--- src/rtl/cmd_frame_decoder_n.sv ---
// Command-frame decoder: forwards every received byte to the host-CPU transmit path and
// parses fixed-length frames that drive host selection, per-channel CPU resets and power enables.
module cmd_frame_decoder_n #(
    parameter int         NCH          = 2,
    parameter int         PAYLOAD_LEN  = 4,
    parameter logic [7:0] BOARD_ID     = 8'hAB,
    parameter logic [7:0] HDR0         = 8'hEB,
    parameter logic [7:0] HDR1         = 8'h90,
    parameter logic [7:0] TAIL0        = 8'h09,
    parameter logic [7:0] TAIL1        = 8'hD7,
    parameter int         GAP_CYCLES   = 1000,
    parameter int         RESET_CYCLES = 50_000_000,
    localparam int        CW           = $clog2(NCH)
) (
    input  logic          clk,
    input  logic          rst,
    input  logic [7:0]    rx_data,
    input  logic          rx_valid,
    output logic [7:0]    tx_data,
    output logic          tx_push,
    output logic [CW-1:0] host,
    output logic          force_swi,
    output logic [NCH-1:0] rst_out,
    output logic [NCH-1:0] pwr_on,
    output logic          done,
    output logic [2:0]    status
);
    localparam int FRAME_LEN = PAYLOAD_LEN + 4;
    localparam int CNT_W     = $clog2(FRAME_LEN + 2);
    localparam int GAP_W     = $clog2(GAP_CYCLES + 1);
    localparam int RST_W     = $clog2(RESET_CYCLES + 1);

    localparam logic [CNT_W-1:0] LAST_PAY_IDX = CNT_W'(PAYLOAD_LEN + 1);
    localparam logic [CNT_W-1:0] TAIL0_IDX    = CNT_W'(PAYLOAD_LEN + 2);
    localparam logic [CNT_W-1:0] TAIL1_IDX    = CNT_W'(PAYLOAD_LEN + 3);
    localparam logic [CNT_W-1:0] FRAME_LEN_C  = CNT_W'(FRAME_LEN);
    localparam logic [GAP_W-1:0] GAP_LAST     = GAP_W'(GAP_CYCLES - 1);
    localparam logic [RST_W-1:0] RST_LOAD     = RST_W'(RESET_CYCLES);
    localparam logic [7:0]       NCH_B        = 8'(NCH);

    localparam logic [7:0] CMD_SEL     = 8'h0A;
    localparam logic [7:0] CMD_RST     = 8'hA0;
    localparam logic [7:0] CMD_RST_ALL = 8'hAB;
    localparam logic [7:0] CMD_PWR_ON  = 8'hAA;
    localparam logic [7:0] CMD_PWR_OFF = 8'h55;

    localparam logic [2:0] ST_OK      = 3'd0;
    localparam logic [2:0] ST_HDR     = 3'd1;
    localparam logic [2:0] ST_LEN     = 3'd2;
    localparam logic [2:0] ST_SUM     = 3'd3;
    localparam logic [2:0] ST_TAIL    = 3'd4;
    localparam logic [2:0] ST_REFUSED = 3'd5;
    localparam logic [2:0] ST_ID      = 3'd6;
    localparam logic [2:0] ST_CMD     = 3'd7;

    typedef enum logic [2:0] {IDLE, HDR, BODY, TAIL, WAIT_GAP, DISCARD, EXEC} state_t;

    state_t           state_reg, state_next;
    logic [CNT_W-1:0] count_reg, count_next;
    logic [7:0]       sum_reg, sum_next;
    logic [2:0]       err_reg, err_next;
    logic [7:0]       id_reg, id_next, cmd_reg, cmd_next, arg_reg, arg_next;
    logic [GAP_W-1:0] gap_reg, gap_next;

    logic [7:0]       tx_data_reg;
    logic             tx_push_reg, force_swi_reg, done_reg;
    logic [CW-1:0]    host_reg;
    logic [NCH-1:0]   pwr_on_reg;
    logic [2:0]       status_reg;

    // Per-byte check: classify the incoming byte by its position in the frame.
    logic             starting, is_payload;
    logic [CNT_W-1:0] idx;
    logic [2:0]       byte_err;
    state_t           byte_state;

    always_comb begin
        starting   = (state_reg == IDLE) || (state_reg == EXEC);
        idx        = starting ? '0 : count_reg;
        byte_err   = ST_OK;
        byte_state = BODY;
        is_payload = 1'b0;
        if (idx == '0) begin
            byte_state = HDR;
            if (rx_data != HDR0) byte_err = ST_HDR;
        end else if (idx == CNT_W'(1)) begin
            if (rx_data != HDR1) byte_err = ST_HDR;
        end else if (idx <= LAST_PAY_IDX) begin
            is_payload = 1'b1;
            if (idx == LAST_PAY_IDX) byte_state = TAIL;
        end else if (idx == TAIL0_IDX) begin
            byte_state = TAIL;
            if (rx_data != TAIL0) byte_err = ST_TAIL;
        end else if (idx == TAIL1_IDX) begin
            byte_state = WAIT_GAP;
            if (rx_data != TAIL1) byte_err = ST_TAIL;
        end else begin
            byte_err = ST_LEN;
        end
    end

    always_comb begin
        state_next = state_reg;
        count_next = count_reg;
        sum_next   = sum_reg;
        err_next   = err_reg;
        id_next    = id_reg;
        cmd_next   = cmd_reg;
        arg_next   = arg_reg;
        gap_next   = gap_reg;
        if (rx_valid) begin
            gap_next = '0;
            if (state_reg != DISCARD) begin
                count_next = idx + CNT_W'(1);
                sum_next   = (starting ? 8'h00 : sum_reg) + (is_payload ? rx_data : 8'h00);
                err_next   = byte_err;
                state_next = (byte_err != ST_OK) ? DISCARD : byte_state;
                if (idx == CNT_W'(3)) id_next  = rx_data;
                if (idx == CNT_W'(4)) cmd_next = rx_data;
                if (idx == CNT_W'(5)) arg_next = rx_data;
            end
        end else if ((state_reg == IDLE) || (state_reg == EXEC)) begin
            state_next = IDLE;
        end else if (gap_reg == GAP_LAST) begin
            state_next = EXEC;
        end else begin
            gap_next = gap_reg + GAP_W'(1);
        end
    end

    always_ff @(posedge clk or posedge rst) begin
        if (rst) begin
            state_reg <= IDLE;
            count_reg <= '0;
            sum_reg   <= '0;
            err_reg   <= ST_OK;
            id_reg    <= '0;
            cmd_reg   <= '0;
            arg_reg   <= '0;
            gap_reg   <= '0;
        end else begin
            state_reg <= state_next;
            count_reg <= count_next;
            sum_reg   <= sum_next;
            err_reg   <= err_next;
            id_reg    <= id_next;
            cmd_reg   <= cmd_next;
            arg_reg   <= arg_next;
            gap_reg   <= gap_next;
        end
    end

    // Frame verdict, evaluated during EXEC in precedence order.
    logic [CW-1:0] arg_sel;
    logic          cmd_known, exec_go;
    logic [2:0]    verdict;

    always_comb begin
        arg_sel   = arg_reg[CW-1:0];
        cmd_known = (cmd_reg == CMD_SEL) || (cmd_reg == CMD_RST) || (cmd_reg == CMD_RST_ALL) ||
                    (cmd_reg == CMD_PWR_ON) || (cmd_reg == CMD_PWR_OFF);
        if (err_reg != ST_OK)
            verdict = err_reg;
        else if (count_reg != FRAME_LEN_C)
            verdict = ST_LEN;
        else if (sum_reg != 8'h00)
            verdict = ST_SUM;
        else if (id_reg != BOARD_ID)
            verdict = ST_ID;
        else if (!cmd_known || (arg_reg >= NCH_B))
            verdict = ST_CMD;
        else if (((cmd_reg == CMD_RST) || (cmd_reg == CMD_PWR_OFF)) && (arg_sel == host_reg))
            verdict = ST_REFUSED;
        else
            verdict = ST_OK;
        exec_go = (state_reg == EXEC) && (verdict == ST_OK);
    end

    always_ff @(posedge clk or posedge rst) begin
        if (rst) begin
            tx_data_reg   <= '0;
            tx_push_reg   <= 1'b0;
            host_reg      <= '0;
            force_swi_reg <= 1'b0;
            pwr_on_reg    <= '1;
            done_reg      <= 1'b0;
            status_reg    <= ST_OK;
        end else begin
            tx_push_reg   <= rx_valid;
            if (rx_valid) tx_data_reg <= rx_data;
            done_reg      <= (state_reg == EXEC);
            force_swi_reg <= 1'b0;
            if (state_reg == EXEC) status_reg <= verdict;
            if (exec_go) begin
                case (cmd_reg)
                    CMD_SEL: begin
                        host_reg      <= arg_sel;
                        force_swi_reg <= 1'b1;
                    end
                    CMD_RST_ALL: host_reg <= arg_sel;
                    CMD_PWR_ON:  pwr_on_reg[arg_sel] <= 1'b1;
                    CMD_PWR_OFF: pwr_on_reg[arg_sel] <= 1'b0;
                    default: ;
                endcase
            end
        end
    end

    // One down-counter per channel; a new trigger reloads it mid-pulse.
    generate
        for (genvar gi = 0; gi < NCH; gi++) begin : g_rst
            logic             trigger;
            logic [RST_W-1:0] cnt_reg;

            assign trigger = exec_go && ((cmd_reg == CMD_RST_ALL) ||
                                         ((cmd_reg == CMD_RST) && (arg_sel == CW'(gi))));

            always_ff @(posedge clk or posedge rst) begin
                if (rst)
                    cnt_reg <= '0;
                else if (trigger)
                    cnt_reg <= RST_LOAD;
                else if (cnt_reg != '0)
                    cnt_reg <= cnt_reg - RST_W'(1);
            end

            assign rst_out[gi] = (cnt_reg != '0);
        end
    endgenerate

    assign tx_data   = tx_data_reg;
    assign tx_push   = tx_push_reg;
    assign host      = host_reg;
    assign force_swi = force_swi_reg;
    assign pwr_on    = pwr_on_reg;
    assign done      = done_reg;
    assign status    = status_reg;
endmodule

--- config.mk ---
export PLATFORM = sky130hd
export DESIGN_NAME = cmd_frame_decoder_n
export DESIGN_NICKNAME = d
export VERILOG_FILES = /design/src/rtl/cmd_frame_decoder_n.sv
export SDC_FILE = /design/constraint.sdc
export NUM_CORES = 1
export LEC_CHECK = 0
export ABC_CLOCK_PERIOD_IN_PS = 7600
export CORE_ASPECT_RATIO = 0.5
export CORE_MARGIN = 1.5
export CORE_UTILIZATION = 50
export DETAILED_ROUTE_END_ITERATION = 6
export PLACE_DENSITY = 0.68
export SETUP_SLACK_MARGIN = 0.02
export SYNTH_ARGS = -nofsm -noshare
export SYNTH_HDL_FRONTEND = slang
export SYNTH_SLANG_ARGS = --single-unit
--- constraint.sdc ---
create_clock -name clk -period 7.6 [get_ports clk]
set_input_delay 1.52 -clock clk [delete_from_list [all_inputs] [get_ports clk]]
set_output_delay 1.52 -clock clk [all_outputs]
set_load 0.02 [all_outputs]
==> results of run 1 <==
layout make-up:
class	instances	area, um2
fill	1043	4760
clock buffer	21	470
inverter	19	73.8
multi-input combinational	490	3170
tap	165	206
sequential	121	3030
timing repair buffer	31	305
clock inverter	8	97.6
worst register-to-register path: cells and delay by family (launching register included):
family	cells	cell delay (ps)
fa+ha+maj	2	520
buf+inv	2	180
xor+xnor	2	480
compound gates	6	1170
simple gates	5	1590
flops	1	420
layout by cell type, fill, tap and decap left out, types with 3 or more instances in the layout:
cell type        synthesis  final
a21boi_0                 3      3
a21oi_1                 19     19
a311oi_1                 3      3
a31oi_1                  7      7
and2_1                  17     17
and3_1                   4      4
and4_1                   3      3
clkbuf_16                0     17
clkbuf_8                 0      3
clkdlybuf4s50_1          0     29
clkinv_2                 0      3
clkinvlp_4               0      3
dfrtp_1                119    119
ha_1                    15     15
inv_1                   19     18
mux2_2                  33     33
mux2i_1                  4      4
nand2_1                 76     76
nand2b_1                 3      3
nand3_1                 24     24
nand3b_1                 3      3
nand4_1                 15     15
nand4b_1                 5      5
nor2_1                  75     75
nor2b_1                  5      5
nor3_1                  22     22
nor4_1                  11     11
nor4bb_1                 3      3
o21a_1                   4      4
o21ai_0                 21     21
o21ai_1                  4      4
o31ai_1                  4      4
or3_1                   12     12
or4_1                    7      7
xnor2_1                 22     22
xor2_1                  29     29
worst min path at each step:
| stage | start | endpoint | cells after the start | slack [ps] |
|---|---|---|---|---|
| floorplan | sum_reg[0] | sum_reg[0] | 2 | 460 |
| global placement | err_reg[1] | err_reg[1] | 2 | 480 |
| detailed placement | id_reg[3] | id_reg[3] | 1 | 490 |
| CTS | arg_reg[5] | arg_reg[5] | 1 | 500 |
| global route | arg_reg[5] | arg_reg[5] | 1 | 520 |
| finish | arg_reg[5] | arg_reg[5] | 1 | 500 |
where the power goes:
| group | internal (mW) | total (mW) | switching [mW] | leakage, nW |
|---|---|---|---|---|
| clock network | 0.501 | 0.776 | 0.276 | 0.273 |
| logic | 0.384 | 0.860 | 0.476 | 1.61 |
| registers | 0.774 | 0.878 | 0.103 | 1.60 |
| total | 1.66 | 2.51 | 0.855 | 3.48 |
through the flow:
| step | cells | power, mW | hold WS [ps] | utilization [%] |
|---|---|---|---|---|
| 2_1_floorplan | 652 | 1.54 | 460 | - |
| 3_3_place_gp | 826 | 1.71 | 476 | 56.0 |
| 3_5_place_dp | 826 | 1.74 | 488 | 56.0 |
| 4_1_cts | 855 | 2.53 | 501 | 60.7 |
| 5_1_grt | 855 | 2.70 | 521 | 60.7 |
| 6_report | 855 | 2.51 | 500 | 60.7 |
kinds of logic (layout without fill, tap and decap cells):
kind of cell / Yosys count / in the layout / synth area share, %
AO/OA/AOI/OAI: 82 / 82 / 8.11
adder cells (fa/ha/maj): 16 / 16 / 3.26
flip-flops: 121 / 121 / 47.5
AND/OR/NAND/NOR: 304 / 304 / 25.0
buffers and inverters: 41 / 79 / 2.67
multiplexers: 37 / 37 / 6.46
XOR/XNOR: 51 / 51 / 7.01
layer usage:
| metal | part of all wire (%) | track usage, % | vias up |
|---|---|---|---|
| met5 | 0 | 0 | - |
| met4 | 1.4 | 7.92 | 0 |
| met3 | 3.3 | 4.05 | 18 |
| met2 | 47 | 33.6 | 73 |
| met1 | 48 | 28.1 | 2397 |
| li1 | - | - | 2362 |
==> flow_metrics.tcl, run 1 <==
set metrics [dict create \
    max_stage_delay_ps 520 \
    synth_seq_cells 121 \
    ios 30 \
    cts_tree "done" \
    cts_hold_buf 0 \
    place_congestion 0.839 \
    yosysSeqAreaShare_pct 47.5 \
    power_leakage_nw 3.48 \
    placed_area_um2 6790 \
    wl_per_cell_um 15.2 \
    maxCapViolations 0 \
    post_cts_buffers 0 \
    crit_path_cell_trace "xor2_1 > or2_1 > and2_1 > inv_1 > ha_1 > or4_1 > o41a_1 > nand2_1 > nand2_1 > inv_1 > ha_1 > a21oi_1 > o211ai_1 > o41ai_1 > xnor2_1 > a21oi_1 > a311oi_1" \
    cp_num_buf_inv 2 \
    worst_pin_slew_ps 863 \
    drive_above_1_share_pct 10.9 \
    clock_path_buffers 2 \
    drt_iter0_markers 250 \
    ys_top_cells_by_count "dfrtp_1, nand2_1, nor2_1" \
    grt_setup_unrepaired "no" \
    hp-class "register to register" \
    crit_start "state_reg[2]" \
    fp.dieH_um 82.8 \
    grt_usage_pct 20.9 \
    synth_top_area_cell "dfrtp_1" \
    async_flop_share_pct 100 \
    reg2reg_depth 17 \
    post-route-min-period_ps 4470 \
    vias_per_cell 5.67 \
    first_pass_iters 5 \
    core_um2 12100 \
    setup_slack_ps 3130 \
    crit_path_start_kind "register" \
    powerDensity_nw_per_um2 342 \
    r2r_end "sum_reg[7]" \
    cts_sinks 121 \
    fin_crit_sh_pct 58.8 \
    hpwl_um 8500 \
    finalHoldViolations 0 \
    cp_max_fo 19 \
    synth_edf_count 0 \
    grt_pass1_wl_um 22600 \
    overflow 0 \
    crit_type "register to register" \
    antenna_found_initial 0 \
    crit-reg2reg-launch "state_reg[2]" \
    syn_nets 679 \
    drcViolationCount 0 \
    cts_buffers 17 \
    syn_avg_cell_area_um2 9.78 \
    clk_latency_ps 410 \
    slowest_stage "or2_1" \
    die_x_um 163 \
    ant_nets 0 \
    cp-end-kind "register" \
    status "finished, final reports clean" \
    yosysUniqueCellTypes 64 \
    largest_reg_flops 52 \
    rows 28 \
    via_count 4850 \
    syn_inst 652 \
    path_depth 17 \
    synthFlopType "dfrtp_1" \
    antenna_cells 0 \
    tns_ps 0 \
    cts.clk_slew.worst_paths_ps 50 \
    crit_end "sum_reg[7]" \
    cts-resized-gates 0 \
    fin_area_um2 7360 \
    htreeDepth 4 \
    slew_headroom_pct 42.5 \
    dp_slack_ps 3220 \
    rrSetupSlack_ps 3130 \
    grt_max_degree 70 \
    wl_um 13000 \
    max_freq_mhz 224 \
    syn2layout_area_growth_pct 15.4 \
    fin_nets 707 \
    grt_pass1_vias 4702 \
    clockRootBuffer "clkbuf_16" \
    cp.arrival_ps 4770 \
    yosysMostFrequentCell "dfrtp_1" \
    crit_family "simple AND/OR/NAND/NOR gates" \
    yosys_warnings 0 \
    initial_core_util_pct 52.6 \
    die_area_um2 13500 \
    critPathRequiredTime_ps 7910 \
    synth_area_leaders "dfrtp_1, mux2_2, nand2_1" \
    drv_slew 0 \
    setup_violations 0 \
    synth_top_area_share_pct 46.7 \
    ir_drop_mv 0.150 \
    port_buffers 29 \
    skew_ps 11.2 \
    netlist_area_um2 6370 \
]
No activity file was read; power rests on OpenSTA's default activity.
==> inputs of run 2 (changes only) <==
--- a/config.mk
+++ b/config.mk
@@ -5,12 +5,12 @@
 export SDC_FILE = /design/constraint.sdc
 export NUM_CORES = 1
 export LEC_CHECK = 0
-export ABC_CLOCK_PERIOD_IN_PS = 7600
+export ABC_CLOCK_PERIOD_IN_PS = 4000
 export CORE_ASPECT_RATIO = 0.5
 export CORE_MARGIN = 1.5
 export CORE_UTILIZATION = 50
 export DETAILED_ROUTE_END_ITERATION = 6
-export PLACE_DENSITY = 0.68
+export PLACE_DENSITY = 0.71
 export SETUP_SLACK_MARGIN = 0.02
 export SYNTH_ARGS = -nofsm -noshare
 export SYNTH_HDL_FRONTEND = slang
==> constraint.sdc (replaced) <==
create_clock -name clk -period 4 [get_ports clk]
set_input_delay 0.8 -clock clk [delete_from_list [all_inputs] [get_ports clk]]
set_output_delay 0.8 -clock clk [all_outputs]
set_load 0.02 [all_outputs]
==> flow_metrics.tcl, run 2 (synthesis gave the netlist of run 1 again) <==
set metrics [dict create \
    status "finished, final reports clean" \
    dr.max_layer_used "met4" \
    die_x_um 163 \
    pwr-share-seq_pct 35.3 \
    powerDensity_nw_per_um2 628 \
    clock_path_buffers 2 \
    clk_latency_ps 410 \
    cts_hold_buf 0 \
    p_clk_share_pct 31.5 \
    via_count 4855 \
    drcViolationCount 0 \
    drv_slew 0 \
    p_comb_share_pct 33.3 \
    crit_type "register to register" \
    fill_cells 985 \
    fin_cells 868 \
    clockRootBuffer "clkbuf_16" \
    antenna_found_initial 0 \
    htreeDepth 4 \
    grt_setup_unrepaired "no" \
    grt_max_degree 67 \
    grt_pass1_vias 4803 \
    dp_slack_ps 47.6 \
    maxCapViolations 0 \
    core_um2 12100 \
    grt_usage_pct 21.7 \
    cp_max_fo 7 \
    max_freq_mhz 269 \
    fin_area_um2 7470 \
    slew_headroom_pct 48.3 \
    tns_ps 0 \
    antenna_cells 0 \
    wl_met1_um 6500 \
    skew_ps 9.85 \
    cts_buffers 17 \
    drive_above_1_share_pct 13.1 \
    dp.cells 834 \
    wl_um 13400 \
    final_common_cell "dfrtp_1" \
    worst_pin_slew_ps 771 \
    fp.dieH_um 82.8 \
    max_stage_delay_ps 510 \
    power_mw 4.69 \
    drt_iter0_markers 243 \
    final_cell_mix "dfrtp_1, nor2_1, nand2_1" \
    place_congestion 0.840 \
    rows 28 \
    wl_per_cell_um 15.4 \
    cts.clk_slew.worst_paths_ps 50 \
    ant_nets 0 \
    vias_per_cell 5.59 \
    largest_reg_flops 52 \
    p_sw_mw 1.58 \
    fin_util_pct 61.6 \
    finalHoldViolations 0 \
    post-route-min-period_ps 3720 \
    placed_area_um2 6860 \
    crit_path_cell_trace "xor2_2 > or2_1 > and2_4 > inv_1 > ha_1 > or4_1 > o41a_1 > nand2_2 > and2_1 > ha_1 > inv_1 > fa_1 > nor2b_1 > o21ai_0 > a21boi_1 > o21a_1 > nor3_1 > o31ai_1" \
    grt_pass1_wl_um 23400 \
    power_leakage_nw 3.55 \
    fin_crit_sh_pct 92.9 \
    fin_nets 717 \
    cts_sinks 121 \
    met2WireLength_um 6410 \
    ios 30 \
    cts_tree "done" \
    slowest_stage "or4_1" \
    first_pass_iters 5 \
    hpwl_um 8920 \
    setup_slack_ps 283 \
    cp-end-kind "register" \
    initial_core_util_pct 52.6 \
    power.internal_mw 3.11 \
    timing.hold.ws_ps 497 \
    overflow 0 \
    cp.arrival_ps 4030 \
    critPathRequiredTime_ps 4310 \
    hp-class "register to register" \
    crit_path_start_kind "register" \
    die_area_um2 13500 \
    ir_drop_mv 0.285 \
    port_buffers 29 \
    wl_met3_um 316 \
    swShare_pct 33.6 \
    syn2layout_area_growth_pct 17.2 \
    setup_violations 0 \
]
run 2: changes by cell type in the layout (fill, tap and decap cells not counted), sizes merged:
cell,delta
inv,-1
clkbuf,+2
clkinv,+3
clkinvlp,-1
buf,+10
run 2: final cells by class:
class | instances | area [um2] | share of cell area [%]
well taps | 165 | 206 | 2.76
inverters | 19 | 75.1 | 1.01
clock buffers | 23 | 468 | 6.26
flip-flops and latches | 121 | 3030 | 40.6
multi-input cells | 490 | 3200 | 42.8
clock inverters | 9 | 97.6 | 1.31
repair buffers | 41 | 393 | 5.26
run 2: path summary, 6_finish.rpt:
check | start | endpoint | slack (ps) | cells past startpoint
worst min register to register | id_reg[3] | id_reg[3] | 500 | 1
min in group asynchronous | rst | g_rst[0].cnt_reg[15] | 880 | 2
worst min-delay path | id_reg[3] | id_reg[3] | 500 | 1
worst max-delay path | state_reg[1] | sum_reg[6] | 280 | 18
max in group asynchronous | rst | state_reg[1] | 2340 | 3
worst max register to register | state_reg[1] | sum_reg[6] | 280 | 18
run 2: metal layers:
metal / track usage [%] / up-vias
met1: 29.3 / 2407
met4: 6.01 / 0
li1: - / 2390
met5: 0 / -
met2: 34.7 / 46
met3: 5.49 / 12
run 2: critical path: cells and delay by family (launching register included):
family                     cells  cell delay (ps)
and+or+nand+nor                7             1300
AOI/OAI and AO/OA              5              800
adders and majority gates      3              780
DFF                            1              440
xor gates and xnor gates       1              170
buffers and inverters          2              140
run 2: what timing repair did:
| action | in CTS | in global routing |
|---|---|---|
| pin swaps | 0 | 2 |
| setup buffers | 0 | 2 |
| gates resized for setup | 1 | 7 |
| gates cloned | 0 | 0 |
| endpoints found under the setup margin | 1 | 3 |
run 2: power groups by stage:
stage / clock [mW] / combinational [mW] / sequential [mW]
3_5_place_dp: 0 / 1.49 / 1.66
2_1_floorplan: 0 / 1.13 / 1.64
4_1_cts: 1.50 / 1.52 / 1.65
5_1_grt: 1.55 / 1.74 / 1.69
6_report: 1.48 / 1.56 / 1.65
3_3_place_gp: 0 / 1.46 / 1.65
